<file path="src/rtl/mod_n_down_counter.sv">
// Loadable modulo-MOD down counter (MOD-1..0) clocked on the falling edge of x, with registered
// one-cycle borrow pulse on wrap and sticky out-of-range-load flag. Latency: 1 falling edge; no backpressure.
module mod_n_down_counter #(
   parameter int WIDTH = 3,
   parameter int MOD   = 8
) (
   input  logic             x,
   input  logic             rd,
   input  logic             en,
   input  logic             bin,
   input  logic             ld,
   input  logic [WIDTH-1:0] din,
   output logic [WIDTH-1:0] q,
   output logic             z,
   output logic             err
);

   localparam logic [WIDTH-1:0] TOP = WIDTH'(MOD - 1);
   localparam logic [WIDTH-1:0] ONE = WIDTH'(1);

   logic [WIDTH-1:0] cnt_q, cnt_d;
   logic             bor_q, bor_d;
   logic             err_q, err_d;
   logic             din_ok;
   logic             cnt_legal;

   assign din_ok    = (32'(din)   < 32'(MOD));
   assign cnt_legal = (32'(cnt_q) < 32'(MOD));

   // Priority: load, then count, then hold. Borrow is cleared on every edge that does not wrap.
   always_comb begin
      cnt_d = cnt_q;
      bor_d = 1'b0;
      err_d = err_q;
      if (ld) begin
         if (din_ok) begin
            cnt_d = din;
         end else begin
            cnt_d = TOP;
            err_d = 1'b1;
         end
      end else if (en && bin) begin
         case (cnt_q)
            '0: begin
               cnt_d = TOP;
               bor_d = 1'b1;
            end
            default: begin
               // Codes >= MOD cannot be reached through load; recover to zero if seen.
               if (cnt_legal) cnt_d = cnt_q - ONE;
               else           cnt_d = '0;
            end
         endcase
      end
   end

   always_ff @(negedge x or negedge rd) begin
      if (!rd) begin
         cnt_q <= '0;
         bor_q <= 1'b0;
         err_q <= 1'b0;
      end else begin
         cnt_q <= cnt_d;
         bor_q <= bor_d;
         err_q <= err_d;
      end
   end

   assign q   = cnt_q;
   assign z   = bor_q;
   assign err = err_q;

endmodule
</file>
<file path="config.mk">
export PLATFORM = sky130hd
export DESIGN_NAME = mod_n_down_counter
export DESIGN_NICKNAME = d
export VERILOG_FILES = /design/src/rtl/mod_n_down_counter.sv
export SDC_FILE = /design/constraint.sdc
export NUM_CORES = 1
export LEC_CHECK = 0
export ABC_CLOCK_PERIOD_IN_PS = 1400
export CAP_MARGIN = 20
export CORE_AREA = 2 2 39 41
export DETAILED_ROUTE_END_ITERATION = 10
export DIE_AREA = 0 0 41 43
export SLEW_MARGIN = 25
export SYNTH_ARGS = -nofsm -noshare
export SYNTH_HDL_FRONTEND = slang
export SYNTH_SLANG_ARGS = --single-unit
</file>
<file path="constraint.sdc">
create_clock -name x -period 1.4 [get_ports x]
set_input_delay 0.28 -clock x [delete_from_list [all_inputs] [get_ports x]]
set_output_delay 0.28 -clock x [all_outputs]
set_load 0.01 [all_outputs]
</file>
# Word-level counts from Yosys, hierarchy flattened
# Index checks and enable logic that the tools add are counted.
# word_totals
regBits	4
inputBits	8
out_inout_bits	5
elab_cells	12
# classes
n_addsub	1
muxes	6
reduce_logical	3
# op_table
cell	n
$mux W3	3
$logic_not A3 Y1	1
$mux W1	3
$sub A3 B1 Y3 const B	1
$reduce_bool A2 Y1	1
$logic_and A1 B1 Y1	1

# Depth between registers and ports, before layout
# Gate-level depths: netlist of the first run.
# depth
word_depth	4
ltp_mapped	5
ltp_nobuf	5

==> impl_metrics.ini, run 1 <==
[setup_path]
path_buf_inv = 1
crit_path_top_delay_cell = dfrtn_1
worstSetupStartpointType = flop
cp_slowest_stage_delay_ns = 0.42
critPathArrivalTime_ns = 1.50
path_delay_family = flip-flops
worstPathCellList = buf_2
crit_required_ns = 1.12
crit_type = flop to primary output
cp_max_fo = 3
crit_path_end_kind = primary output

[placed_design]
post_dp_cell_area_um2 = 401.6
io_buffer_count = 11
place.gp.congestion = 0.7167

[sta]
drv_slew = 0
rsz0062_at_grt = true
setup_viol = 4
worst_slack_ns = -0.3777
finalClockSkew_ns = 0.001849
hold_violations = 0

[yosys]
yosys.area.top_type = dfrtn_1
yosys-top-cells-area = dfrtn_1 40%, ha_1 10%, nand2b_4 5.5%
avgSynthCellArea_um2 = 9.960
synth_cell_types = 18
yosysSeqAreaShare = 0.4020
yosys_register_bits = 4
synth.net_count = 35
syn_inst = 25
synth_warnings = 0
netlist_area_um2 = 249.0
synth_top_cell_area_share = 0.4020

[die]
die_w_um = 41
ios = 13
rows = 14
core_um2 = 1384
die-area_um2 = 1763
dieHeight_um = 43
initial_core_util = 0.1799

[power_and_ir_drop]
power_uw = 391.2
p_leak_nw = 0.2145
power_density_nw_per_um2 = 922.2
ir_drop_mv = 0.3445

[detailed_routing]
ant_nets = 0
viasPerCell = 4.068
drt-total-wl_um = 537
firstDrtPassIters = 2
drc = 0
wl_per_cell_um = 9.102
drt_iter0_markers = 2
via_count = 240

[clock_network]
htree_num_levels = 1
cts_inserted_buffers = 3
clk_latency_ns = 0.24
cts.clk_slew.worst_paths_ns = 0.03
numClockSinks = 4
cts_root_buf = clkbuf_4
tritoncts = built
cts_buffer_depth = 2

[layout]
drive_gt1_frac = 0.4884
diodes = 0
area_growth_pct = 70.35
nets = 55
design_area_um2 = 424.2

[global_routing]
grt_pass1_wl_um = 834
grtUsageTotal = 0.07157
grt_max_degree = 7
grt_pass1_vias = 236
grt_overflow = 0
antenna_found_initial = 0

[status]
violations = setup timing
status = finished with violations

[flow_run]
max_cap_viol_count = 0

[min_path]
min_path_type = flop to flop
==> metal layers <==
| metal | track usage | vias up | share of wire | wire length (um) |
|---|---|---|---|---|
| li1 | - | 121 | - | - |
| met1 | 0.07492 | 112 | 0.43 | 229 |
| met2 | 0.1125 | 7 | 0.50 | 269 |
| met4 | 0.04000 | 0 | 0 | 0 |
| met3 | 0.03141 | 0 | 0.071 | 38 |
| met5 | 0 | - | 0 | 0 |
==> cells in the mapped netlist <==
cell type / count
a21o_1: 1
a311oi_1: 1
nor2_1: 2
o21bai_1: 1
a22o_1: 1
dfrtn_1: 4
nand2_1: 2
nand2b_4: 1
conb_1: 1
and3_1: 1
ha_1: 2
a31oi_1: 1
inv_1: 2
buf_4: 1
nor3_1: 1
and2_4: 1
o31ai_2: 1
a21oi_1: 1
==> worst paths after layout <==
path | start | to | slack [ns] | cells after the start
max reg2reg | q[0]$_DFFE_NN0P_ | q[2]$_DFFE_NN0P_ | 0.10 | 6
min | q[0]$_DFFE_NN0P_ | q[0]$_DFFE_NN0P_ | 0.63 | 3
min reg2reg | q[0]$_DFFE_NN0P_ | q[0]$_DFFE_NN0P_ | 0.63 | 3
max | q[1]$_DFFE_NN0P_ | q[1] | -0.38 | 1
min in group asynchronous | rd | q[1]$_DFFE_NN0P_ | 0.83 | 1
max in group asynchronous | rd | q[2]$_DFFE_NN0P_ | 0.38 | 1
==> cell families after synthesis <==
family,after synthesis,synth area share
and+or+nand+nor,8,0.1960
AOI/OAI and AO/OA,7,0.2262
DFF,4,0.4020
buffers and inverters,3,0.06032
adders and majority gates,2,0.1005
other,1,0.01506
==> tightest hold or removal path: stages, from the launching register on <==
cell	delay, ns
dfrtn_1	0.39
buf_4	0.12
nor2_2	0.04
o31ai_4	0.15
==> repair_timing <==
item	CTS	global route
hold endpoints to repair	0	0
resized for setup	30	7
hold buffers	0	0
pin swaps	4	2
setup buffers	0	1
setup endpoints to repair	8	7
==> final cells by class <==
type | count | area [um^2]
Clock buffer | 3 | 22.52
Timing Repair Buffer | 16 | 121.4
Inverter | 2 | 7.507
Sequential cell | 4 | 100.1
Fill cell | 146 | 959.7
Tap cell | 16 | 20.02
Multi-Input combinational cell | 18 | 152.6
==> report_power, final <==
| part | leakage, nW | total, mW | internal [mW] | switching, mW |
|---|---|---|---|---|
| sequential | 0.0497 | 0.133 | 0.128 | 0.00508 |
| clock | 0.0138 | 0.138 | 0.0956 | 0.0423 |
| combinational | 0.151 | 0.121 | 0.0667 | 0.0539 |
| total | 0.215 | 0.391 | 0.290 | 0.101 |
==> through the flow <==
| stage | hold WS (ns) | utilization | setup slack [ns] | instances | TNS [ns] |
|---|---|---|---|---|---|
| after global placement | 0.6611 | 0.2902 | -0.6677 | 55 | -4.488 |
| after floorplan | 0.5623 | - | -0.1109 | 25 | -0.3682 |
| after detailed placement | 0.6554 | 0.2902 | -0.6769 | 55 | -4.502 |
| final | 0.6322 | 0.3065 | -0.3777 | 59 | -1.391 |
| after CTS | 0.6507 | 0.2830 | -0.3901 | 58 | -1.449 |
| after global routing | 0.6625 | 0.3065 | -0.4205 | 59 | -1.507 |
==> layout by cell type, fill, tap and decap left out <==
cell | Yosys | final
a21o_1 | 1 | 1
a21oi_1 | 1 | 1
a22o_1 | 1 | 1
a311oi_1 | 1 | 1
a31oi_1 | 1 | 1
and2_4 | 1 | 1
and3_4 | 0 | 1
buf_2 | 0 | 5
buf_4 | 1 | 5
buf_6 | 0 | 2
clkbuf_4 | 0 | 3
clkdlybuf4s50_1 | 0 | 1
conb_1 | 1 | 1
dfrtn_1 | 4 | 4
dlygate4sd2_1 | 0 | 3
ha_1 | 2 | 1
ha_2 | 0 | 1
inv_1 | 2 | 2
nand2_1 | 2 | 2
nand2b_4 | 1 | 1
nor2_1 | 2 | 1
nor2_2 | 0 | 1
nor3_1 | 1 | 1
o21bai_1 | 1 | 1
o31ai_4 | 0 | 1
==> flip-flops by register name, summed over array words and instances, names as in the netlist <==
register	cells
z	1
q	3
No activity file was read; power rests on OpenSTA's default activity.
==> run 2, diff against run 1 <==
--- a/config.mk
+++ b/config.mk
@@ -10,6 +10,7 @@
 export CORE_AREA = 2 2 39 41
 export DETAILED_ROUTE_END_ITERATION = 10
 export DIE_AREA = 0 0 41 43
+export DONT_BUFFER_PORTS = 1
 export SLEW_MARGIN = 25
 export SYNTH_ARGS = -nofsm -noshare
 export SYNTH_HDL_FRONTEND = slang
==> impl_metrics.ini, run 2 (synthesis results as in run 1) <==
[detailed_routing]
wl_met1_um = 198
wl_met3_um = 77
met2WireLength_um = 247
drt_iter0_markers = 2
ant_nets = 0
wl_per_cell_um = 11.37
via_count = 206
firstDrtPassIters = 2
top_layer = met3
drt-total-wl_um = 523
drc = 0
viasPerCell = 4.478

[placed_design]
placed_cells = 43
pre_cts_ws_ns = -0.1355
io_buffer_count = 0
place.gp.congestion = 0.6604
post_dp_cell_area_um2 = 284.0

[die]
core_um2 = 1384
initial_core_util = 0.1799
die_w_um = 41
rows = 14
die-area_um2 = 1763
dieHeight_um = 43
ios = 13

[clock_network]
clk_latency_ns = 0.25
tritoncts = built
numClockSinks = 4
cts_root_buf = clkbuf_4
cts_buffer_depth = 2
htree_num_levels = 1
cts_setup_buffers = 0
postCtsHoldBufs = 0
postCtsResizedCells = 0
cts.clk_slew.worst_paths_ns = 0.03
cts_inserted_buffers = 3

[min_path]
min_path_type = input port to asynchronous set/reset pin

[status]
status = finished with violations
violations = setup timing

[power_and_ir_drop]
power_density_nw_per_um2 = 1137
internal_power_uw = 260.2
p_leak_nw = 0.1527
ir_drop_mv = 0.2706
pwr-share-seq = 0.405
power_uw = 348.4
combPwrFrac = 0.189
clkPwrFrac = 0.406
p_switching_uw = 88.25
switching_share = 0.2533

[sta]
setup_viol = 4
hold_violations = 0
drv_slew = 0
hold_slack_ns = 0.3175
rsz0062_at_grt = true
worst_slack_ns = -0.3036
finalClockSkew_ns = 0.001722
setup_tns_ns = -1.137

[global_routing]
grt_pass1_vias = 216
antenna_found_initial = 0
grt_max_degree = 8
grt_pass1_wl_um = 855
grt_overflow = 0
grtUsageTotal = 0.07839

[setup_path]
r2r_start = q[0]$_DFFE_NN0P_
r2r_setup_slack_ns = 0.09
crit_type = flop to primary output
crit_path_end_kind = primary output
startpoint = q[1]$_DFFE_NN0P_
critPathArrivalTime_ns = 1.42
worstSetupStartpointType = flop
crit_required_ns = 1.12
cp_max_fo = 3

[layout]
multiInputGateArea_um2 = 133.9
filler_cell_count = 159
final_common_cell = dfrtn_1
regArea_um2 = 100.1
design_area_um2 = 306.5
diodes = 0
largest_reg_flops = 3
nets = 42
utilization = 0.2215
area_growth_pct = 23.12
layout_common_cells = 4 x dfrtn_1, 3 x clkbuf_4, 3 x buf_4
drive_gt1_frac = 0.3000
instances_no_fill = 46

[flow_run]
max_cap_viol_count = 0
-- run 2: cell type report --
cell class | instances | share of cell area
well taps | 16 | 0.06531
multi-input cells | 18 | 0.4367
flip-flops and latches | 4 | 0.3265
inverters | 2 | 0.02449
repair buffers | 3 | 0.07347
clock buffers | 3 | 0.07347
-- run 2: worst paths after layout --
path                                     to  cells after the start
min in group x             q[2]$_DFFE_NN0P_                      3
min reg2reg                q[2]$_DFFE_NN0P_                      3
max reg2reg                q[2]$_DFFE_NN0P_                      5
max                                    q[1]                      0
max in group asynchronous  q[0]$_DFFE_NN0P_                      0
min                             z$_DFF_NN0_                      0
-- run 2: layer usage --
metal  global-route usage  up-vias
li1                     -       97
met1              0.08387       99
met2              0.09688       10
met3              0.06283        0
met4              0.06000        0
met5                    0        -
-- run 2: power by group through the flow --
stage	clock network, mW	logic, mW	registers (mW)
floorplan	0	0.0490	0.141
global placement	0	0.0654	0.143
detailed placement	0	0.0662	0.143
CTS	0.149	0.0668	0.142
global route	0.159	0.0745	0.142
finish	0.142	0.0658	0.141
==> run 3, diff against run 2 <==
--- a/config.mk
+++ b/config.mk
@@ -11,6 +11,7 @@
 export DETAILED_ROUTE_END_ITERATION = 10
 export DIE_AREA = 0 0 41 43
 export DONT_BUFFER_PORTS = 1
+export PLACE_DENSITY = 0.43
 export SLEW_MARGIN = 25
 export SYNTH_ARGS = -nofsm -noshare
 export SYNTH_HDL_FRONTEND = slang
==> impl_metrics.ini, run 3 (synthesis results as in run 1) <==
[status]
status = finished with violations
violations = setup timing

[global_routing]
grtUsageTotal = 0.07251
grt_pass1_wl_um = 800
grt_pass1_vias = 217
grt_max_degree = 8
grt_overflow = 0
antenna_found_initial = 0

[layout]
nets = 43
regArea_um2 = 100.1
largest_reg_flops = 3
diodes = 0
design_area_um2 = 332.8
area_growth_pct = 33.67
drive_gt1_frac = 0.4194
filler_cell_count = 145
layout_common_cells = 4 x dfrtn_1, 3 x clkbuf_4, 3 x buf_4
final_common_cell = dfrtn_1
multiInputGateArea_um2 = 148.9

[sta]
finalClockSkew_ns = 0.002070
hold_slack_ns = 0.3168
worst_slack_ns = -0.2917
setup_viol = 4
drv_slew = 0
hold_violations = 0
rsz0062_at_grt = true

[setup_path]
worstSetupStartpointType = flop
crit_required_ns = 1.12
cp_max_fo = 3
crit_path_end_kind = primary output
critPathArrivalTime_ns = 1.41
r2r_cells = 6
crit_type = flop to primary output
crit_cells = 0

[placed_design]
post_dp_cell_area_um2 = 291.5
dpl.hpwl_um = 440.5
io_buffer_count = 0
place.gp.congestion = 0.7542

[power_and_ir_drop]
power_density_nw_per_um2 = 1099
p_leak_nw = 0.1566
power_uw = 365.9
ir_drop_mv = 0.3752

[min_path]
min_path_type = input port to asynchronous set/reset pin

[clock_network]
cts_buffer_depth = 2
numClockSinks = 4
postCtsHoldBufs = 0
htree_num_levels = 1
clk_latency_ns = 0.25
tritoncts = built
cts.clk_slew.worst_paths_ns = 0.03
cts_root_buf = clkbuf_4
postCtsResizedCells = 0
cts_inserted_buffers = 3
cts_setup_buffers = 0

[die]
rows = 14
ios = 13
die-area_um2 = 1763
die_w_um = 41
core_um2 = 1384
initial_core_util = 0.1799
dieHeight_um = 43

[detailed_routing]
wl_per_cell_um = 11.40
ant_nets = 0
viasPerCell = 4.340
drt-total-wl_um = 536
drt_iter0_markers = 5
firstDrtPassIters = 3
drc = 0
via_count = 204

[flow_run]
max_cap_viol_count = 0
## run 3: cell count changes in the layout (fill, tap and decap cells not counted)
cell,before,now
ha_4,0,1
inv_1,2,1
inv_2,0,1
buf_6,0,1
ha_2,0,1
ha_1,2,0
## run 3: final timing paths
kind	end	slack, ns	start
max in group asynchronous	q[1]$_DFFE_NN0P_	0.98	rd
worst max-delay path	q[0]	-0.29	q[0]$_DFFE_NN0P_
min in group x	q[2]$_DFFE_NN0P_	0.72	q[2]$_DFFE_NN0P_
worst min-delay path	z$_DFF_NN0_	0.32	rd
worst min register to register	q[2]$_DFFE_NN0P_	0.72	q[2]$_DFFE_NN0P_
worst max register to register	q[2]$_DFFE_NN0P_	0.11	q[1]$_DFFE_NN0P_
## run 3: cell type report
cell class | count | area share
Tap cell | 16 | 0.06015
Timing Repair Buffer | 4 | 0.1015
Inverter | 2 | 0.02256
Clock buffer | 3 | 0.06767
Sequential cell | 4 | 0.3008
Multi-Input combinational cell | 18 | 0.4474
## run 3: report_power, final
part           internal (mW)  total [mW]  switching [mW]
clock                 0.0958       0.141          0.0452
combinational         0.0484      0.0846          0.0362
sequential             0.128       0.140          0.0126
## run 3: metrics by stage
step,setup slack [ns],util,cells,TNS (ns)
4_1_cts,-0.3096,0.2269,47,-1.168
2_1_floorplan,-0.1109,-,25,-0.3682
3_3_place_gp,-0.1242,0.2107,44,-0.4488
5_1_grt,-0.3347,0.2405,47,-1.251
3_5_place_dp,-0.1451,0.2107,44,-0.4958
6_report,-0.2917,0.2405,47,-1.125
## run 3: layer usage
layer | share of wire | GRT usage | vias up | wire length (um)
li1 | - | - | 97 | -
met5 | 0 | 0 | - | 0
met3 | 0.15 | 0.07330 | 0 | 81
met1 | 0.45 | 0.08442 | 94 | 242
met2 | 0.40 | 0.08125 | 13 | 212
met4 | 0 | 0.04000 | 0 | 0
